--- config.mk ---
export PLATFORM = sky130hd
export DESIGN_NAME = mvu_inp_replay_buffer
export DESIGN_NICKNAME = d
export VERILOG_FILES = /design/src/rtl/mvu_inp_replay_buffer.sv
export SDC_FILE = /design/constraint.sdc
export NUM_CORES = 1
export LEC_CHECK = 0
export CORE_MARGIN = 2
export CORE_UTILIZATION = 40
export CTS_BUF_LIST = sky130_fd_sc_hd__clkbuf_4 sky130_fd_sc_hd__clkbuf_8
export CTS_CLUSTER_SIZE = 14
export DETAILED_ROUTE_END_ITERATION = 16
export GPL_TIMING_DRIVEN = 1
export HOLD_SLACK_MARGIN = 0.06
export PLACE_DENSITY = 0.58
export REMOVE_ABC_BUFFERS = 1
export SETUP_SLACK_MARGIN = 0.3
export SYNTH_ARGS = -nofsm -noshare
export SYNTH_HDL_FRONTEND = slang
export SYNTH_SLANG_ARGS = --single-unit
--- constraint.sdc ---
create_clock -name clock -period 4.3 [get_ports clock]
set_input_delay 1.075 -clock clock [delete_from_list [all_inputs] [get_ports clock]]
set_output_delay 1.075 -clock clock [all_outputs]
set_load 0.01 [all_outputs]
--- src/rtl/mvu_inp_replay_buffer.sv ---
// mvu_inp_replay_buffer
// Streaming input-vector buffer for the MVU datapath. The first pass of each
// vector is forwarded straight from the input stream while being stored; the
// stored vector is then replayed NF-1 more times, once per neuron fold.
// Optional performance counters are compiled in with MVU_INP_BUF_PERF_EN.
//
// state  | meaning
// FILL   | pass 0: accept input words, store and forward them
// REPLAY | passes 1..NF-1: re-issue stored words, input stalled

module mvu_inp_replay_buffer #(
    parameter int SIMD  = 2,
    parameter int TSrcI = 4,
    parameter int SF    = 8,
    parameter int NF    = 4,
    parameter int SF_W  = (SF > 1) ? $clog2(SF) : 1,
    parameter int NF_W  = (NF > 1) ? $clog2(NF) : 1
) (
    input  logic                    clock,
    input  logic                    reset,
    input  logic [SIMD*TSrcI-1:0]   in_data,
    input  logic                    in_valid,
    output logic                    in_ready,
    output logic [SIMD*TSrcI-1:0]   out_data,
    output logic                    out_valid,
    input  logic                    out_ready,
    output logic [SF_W-1:0]         out_sf,
    output logic [NF_W-1:0]         out_nf,
`ifdef MVU_INP_BUF_PERF_EN
    output logic [31:0]             vec_count,
    output logic [31:0]             in_stall_count,
    output logic [31:0]             out_stall_count,
`endif
    output logic                    out_last
);

    localparam int W = SIMD * TSrcI;
    localparam logic [SF_W-1:0] SF_LAST = SF_W'(SF - 1);
    localparam logic [NF_W-1:0] NF_LAST = NF_W'(NF - 1);
    // With a single neuron fold the block degenerates to a registered stage.
    localparam bit MULTI_PASS = (NF > 1);

    typedef enum logic {
        FILL   = 1'b0,
        REPLAY = 1'b1
    } state_t;

    state_t state, state_nxt;

    logic [W-1:0]    mem [SF];
    logic [SF_W-1:0] wr_ptr;
    logic [SF_W-1:0] rd_ptr;
    logic [NF_W-1:0] nf_cnt;

    logic adv;
    logic accept;
    logic rd_load;
    logic wr_wrap;
    logic rd_wrap;
    logic rd_done;

    assign adv     = !out_valid || out_ready;
    assign accept  = in_valid && in_ready;
    assign wr_wrap = (wr_ptr == SF_LAST);
    assign rd_wrap = (rd_ptr == SF_LAST);
    assign rd_done = rd_wrap && (nf_cnt == NF_LAST);

    // State register.
    always_ff @(posedge clock) begin
        if (reset) begin
            state <= FILL;
        end else begin
            state <= state_nxt;
        end
    end

    // Next-state and handshake decode; in_ready is held low during reset.
    always_comb begin
        state_nxt = state;
        in_ready  = 1'b0;
        rd_load   = 1'b0;
        case (state)
            FILL: begin
                in_ready = adv && !reset;
                if (in_valid && in_ready && wr_wrap && MULTI_PASS) begin
                    state_nxt = REPLAY;
                end
            end
            REPLAY: begin
                rd_load = adv;
                if (adv && rd_done) begin
                    state_nxt = FILL;
                end
            end
            default: begin
                state_nxt = FILL;
            end
        endcase
    end

    // Vector storage; written only during pass 0, so it never collides with replay reads.
    always_ff @(posedge clock) begin
        if (accept) begin
            mem[wr_ptr] <= in_data;
        end
    end

    // Write pointer, replay pointer and fold counter.
    always_ff @(posedge clock) begin
        if (reset) begin
            wr_ptr <= '0;
            rd_ptr <= '0;
            nf_cnt <= '0;
        end else begin
            if (accept) begin
                wr_ptr <= wr_wrap ? '0 : wr_ptr + 1'b1;
                if (wr_wrap && MULTI_PASS) begin
                    rd_ptr <= '0;
                    nf_cnt <= NF_W'(1);
                end
            end
            if (rd_load) begin
                rd_ptr <= rd_wrap ? '0 : rd_ptr + 1'b1;
                if (rd_done) begin
                    nf_cnt <= '0;
                end else if (rd_wrap) begin
                    nf_cnt <= nf_cnt + 1'b1;
                end
            end
        end
    end

    // Output register: loads the live input in FILL or a stored word in REPLAY, holds while stalled.
    always_ff @(posedge clock) begin
        if (reset) begin
            out_data  <= '0;
            out_valid <= 1'b0;
            out_sf    <= '0;
            out_nf    <= '0;
            out_last  <= 1'b0;
        end else if (accept) begin
            out_data  <= in_data;
            out_valid <= 1'b1;
            out_sf    <= wr_ptr;
            out_nf    <= '0;
            out_last  <= !MULTI_PASS && wr_wrap;
        end else if (rd_load) begin
            out_data  <= mem[rd_ptr];
            out_valid <= 1'b1;
            out_sf    <= rd_ptr;
            out_nf    <= nf_cnt;
            out_last  <= rd_done;
        end else if (adv) begin
            out_valid <= 1'b0;
        end
    end

`ifdef MVU_INP_BUF_PERF_EN
    // Saturating event counters; observation only, no effect on the datapath.
    always_ff @(posedge clock) begin
        if (reset) begin
            vec_count       <= '0;
            in_stall_count  <= '0;
            out_stall_count <= '0;
        end else begin
            if (out_valid && out_ready && out_last && (vec_count != '1)) begin
                vec_count <= vec_count + 1'b1;
            end
            if (in_valid && !in_ready && (in_stall_count != '1)) begin
                in_stall_count <= in_stall_count + 1'b1;
            end
            if (out_valid && !out_ready && (out_stall_count != '1)) begin
                out_stall_count <= out_stall_count + 1'b1;
            end
        end
    end
`endif

endmodule

### Yosys cells after proc, flatten, opt, wreduce, memory -nomap -nowiden

Memories as Yosys holds them, arrays and structs flattened. A register that Yosys moved wholly into a read port is not among the register bits.
Cells that the tools add are included.

| word-level totals | value |
|---|---|
| flip-flop bits (word level) | 24 |
| bits in writable memories | 64 |
| input port bits | 12 |
| output and inout bits | 16 |
| logic and storage cells | 57 |
| memories kept | 1 |

| cells by class | value |
|---|---|
| add/sub/neg operators | 3 |
| equality and inequality tests | 3 |
| multiplexer cells | 26 |
| bitwise logic cells | 1 |
| reductions and logical operators | 14 |

Memory list:

| name | depth | bits a word | read ports | clocked after memory_dff | write ports | RTL line | RTL |
|---|---|---|---|---|---|---|---|
| mem | 8 | 8 | 1 | 1 | 1 | 50 | `logic [W-1:0] mem [SF];` |

Operators with widths:

| cell | count |
|---|---|
| $mux 3 | 9 |
| $mux 8 | 2 |
| $mux 2 | 5 |
| $mux 1 | 9 |
| $add 3x1->3 const B | 2 |
| $eq 3x3->1 const B | 2 |
| $logic_and 1x1->1 | 6 |
| $reduce_bool 2->1 | 2 |
| $reduce_bool 3->1 | 1 |
| $add 2x1->2 const B | 1 |
| $eq 2x2->1 const B | 1 |
| $logic_not 1->1 | 2 |
| $pmux 1 s2 | 1 |
| $reduce_and 2->1 | 1 |
| $reduce_or 2->1 | 1 |
| $logic_or 1x1->1 | 1 |
| $not 1->1 | 1 |

### Longest topological paths before layout

| logic depth | value |
|---|---|
| word-level depth | 9 |
| gate-level depth with buffers | 6 |
| gate-level depth less buffers | 5 |

### Worst setup path before layout

OpenSTA, ideal clock, no wires.

| timing path | value |
|---|---|
| path kind | input -> register |
| start point | input reset |
| end point | memory mem[0][0] (netlist name), enable pin |
| setup time | 0.395 ns |
| arrival time | 2.513 ns |
| data required time | 3.905 ns |
| slack | 1.392 ns |
| stages | 5 |
| buffers on the path | 2 |
| cells stage by stage | buf_2 nor2_1 nand3_1 clkbuf_1 nor4_1 |

| between the ends | value |
|---|---|
| cells in the longest elaborated chain, start to end | 6 |

Ends and longest elaborated chain:

| what | RTL line | RTL |
|---|---|---|
| start, declared | 20 | `input logic reset,` |
| $logic_not 1->1 | 84 | `in_ready = adv && !reset;` |
| $logic_and 1x1->1 | 84 |  |
| $mux 1 | 82 | `case (state)` |
| $logic_and 1x1->1 | 63 | `assign accept = in_valid && in_ready;` |
| $mux 1 | 103 | `if (accept) begin` |
| $mux 1 (implied by the code) | 104 | `mem[wr_ptr] <= in_data;` |
| end, declared | 50 |  |

Every way passes these cells.

### Final worst setup path

| timing path | value |
|---|---|
| start point | input reset |
| end point | output in_ready |

| between the ends | value |
|---|---|
| cells in the longest elaborated chain, start to end | 3 |

Ends and longest elaborated chain:

| what | RTL line | RTL |
|---|---|---|
| $logic_not 1->1 | 84 |  |
| $logic_and 1x1->1 | 84 |  |
| $mux 1 | 82 |  |
| end, declared | 23 | `output logic in_ready,` |

Every way passes these cells.

==> impl_metrics.toml <==
[clocking]
tritoncts = "yes"
cts_inserted_buffers = 9
path_clk_slew_ps = 80
postCtsSetupRepairBufs = 0
ctsHtreeMaxLevel = 3
numClockSinks = 91
insertion_delay_ps = 360
cts_root_buffer = "clkbuf_8"
clk_path_buf_depth = 2
post_cts_resized = 0
cts_hold_repair.buffers = 0

[placed_design]
dpl.hpwl_um = 4730
routabilityCongestion = 0.745
numPortBuffers = 27

[die]
pin_count = 28
dieWidth_um = 98.6
core.rowCount = 34
core-area_mm2 = 0.00872
chipHeight_um = 98.6
effective_utilization_at_floorplan = 0.411
fp.dieArea_mm2 = 0.00973

[critical_path]
wp_data_arrival_ps = 2430
critPathLaunchType = "primary input"
path_max_fanout = 9
critical_path_class = "primary input to output pin"
worst_ep_required_time_ps = 3220
worst_setup_end_kind = "output pin"
regToRegSetupSlack_ps = 2240

[timing]
max_freq_ghz = 0.286
setup_repair_after_global_routing_missed_its_margin = "no"
finalMaxSlewViolations = 0
timing.clock.skew_ps = 10.3
worst_hold_slack_after_final_layout_ps = 460
tightest_slew_ps = 810
hold_violations = 0
finalCriticalPeriod_ps = 3500
finalSetupViolCount = 0
worst_slew_margin_rel = 0.460
setup_total_negative_slack_ps = 0
period_share = 0.814

[grt]
antenna_found_initial = 0
globalRoute.totalOverflow = 0
grt_start_max_net_pins = 23
grt_pass1_wl_um = 11500
number_of_global_route_vias_before_repair = 2048
grt_usage = 0.160

[cells_and_area]
seqCellArea_mm2 = 0.00246
area_growth_syn_to_layout_pct = 18.0
fillers = 744
final_net_count = 293
multi_input_area_mm2 = 0.00106
num_antenna_cells = 0
fraction_of_layout_instances_using_a_drive_strength_above_1 = 0.171

[synth]
yosysSeqAreaShare = 0.687
post-synth-top-area-cell = "edfxtp_1"
ys_types = 34
netlist_instances = 236
syn-cell-area_mm2 = 0.00358
synth_area_leaders = "edfxtp_1, dfxtp_1, mux4_2, nand2_1, mux2i_1"
postSynthAreaPerCell_um2 = 15.2
asyncSetResetFlopFracSynth = 0
count_of_synthesis_stage_warnings_from_yosys = 0
yosys.area_share.simple = 0.0817
synth.mux.area_fraction = 0.130
synth-edff-count = 64
synth_xor_xnor_area_share = 0
synth_compound_gate_area_share = 0.0650
post-synth-top-count-cell = "edfxtp_1"
ys.flop_type = "edfxtp_1"
ys_ff_latch = 91
synth-adder-area-share = 0.0175
synth.top_cells.by_count = "edfxtp_1, dfxtp_1, nand2_1, o21ai_0, mux4_2"
dominant_combinational_cell_family_by_area_after_synthesis = "multiplexers"
yosys.area.top_type_share = 0.537

[power_and_ir_drop]
power-per-cell-area_mw_per_mm2 = 383
leakagePower_nw = 1.36
ir_worst_vdd_mv = 0.142

[routing]
drtPass1Iterations = 4
antenna_left = 0
vias = 2087
detail_route.iter0.violations = 106
drcViolationCount = 0
routed_wl_um = 7320
via_per_inst = 5.37
route.detailed.wl_per_inst_um = 18.8

[min_path]
min-delay-path-class = "register to register"

[run]
max-cap-violations = 0

[status]
result_of_the_run = "completed"
## registers in the layout, summed over array words and instances (netlist names), named ones only
register and count:
out_last 1, wr_ptr 3, nf_cnt 2, out_nf 2, mem 64, out_data 8
rd_ptr 3, state 1, out_sf 3, out_valid 1
## cell families after synthesis
family / after synthesis
buf+inv: 13
flops: 91
fa+ha+maj: 5
simple gates: 63
compound gates: 38
mux: 26
## worst paths after layout
path                from           to  cells after the start
max                reset     in_ready                      3
min          out_data[5]  out_data[5]                      2
max reg2reg     register  out_data[7]                      4
min reg2reg  out_data[5]  out_data[5]                      2
## metrics by stage
stage                     utilization  cell area, um2  instances  setup WS [ps]  power [mW]
after global routing            0.485            4230        389            721        1.67
final                           0.485            4230        389            798        1.62
after global placement          0.463            4040        373            782        1.07
after detailed placement        0.463            4040        373            790        1.07
after floorplan                     -            3520        224           1490        1.01
after CTS                       0.485            4230        389            785        1.63
## final cells by class
type,count,area share
repair buffers,41,0.0888
flip-flops and latches,91,0.582
clock buffers,9,0.0293
well taps,108,0.0320
inverters,1,0.000888
clock inverters,7,0.0160
multi-input cells,132,0.251
## report_power, final
part | switching (mW) | internal, mW
clock | 0.304 | 0.267
combinational | 0.0449 | 0.0416
sequential | 0.00928 | 0.952
total | 0.358 | 1.26
## cells in the final DEF (no fill, tap or decap), types with 2 or more instances in the layout
cell type,instances
ha_1,5
clkinv_2,2
a21oi_1,8
or3_1,3
o21ai_0,16
o211ai_1,7
clkbuf_8,9
dfxtp_1,27
mux4_2,15
clkinvlp_4,2
edfxtp_1,64
buf_4,14
nand3_1,8
nand2b_1,3
nor3_1,8
a311oi_1,2
nand2_1,27
a31oi_1,2
mux2i_1,9
nor2_1,7
clkdlybuf4s50_1,27
## critical path, stage by stage
cell	delay, ps
clkdlybuf4s50_1	570
nor3_1	230
clkdlybuf4s50_1	560
## per-layer routing
metal / up-vias / GRT usage / wire [um]
met3: 12 / 0.0277 / 187
met4: 0 / 0.0727 / 153
met2: 32 / 0.241 / 3480
li1: 996 / - / -
met1: 1047 / 0.229 / 3510
met5: - / 0 / 0
(Power assumes the default switching activity.)
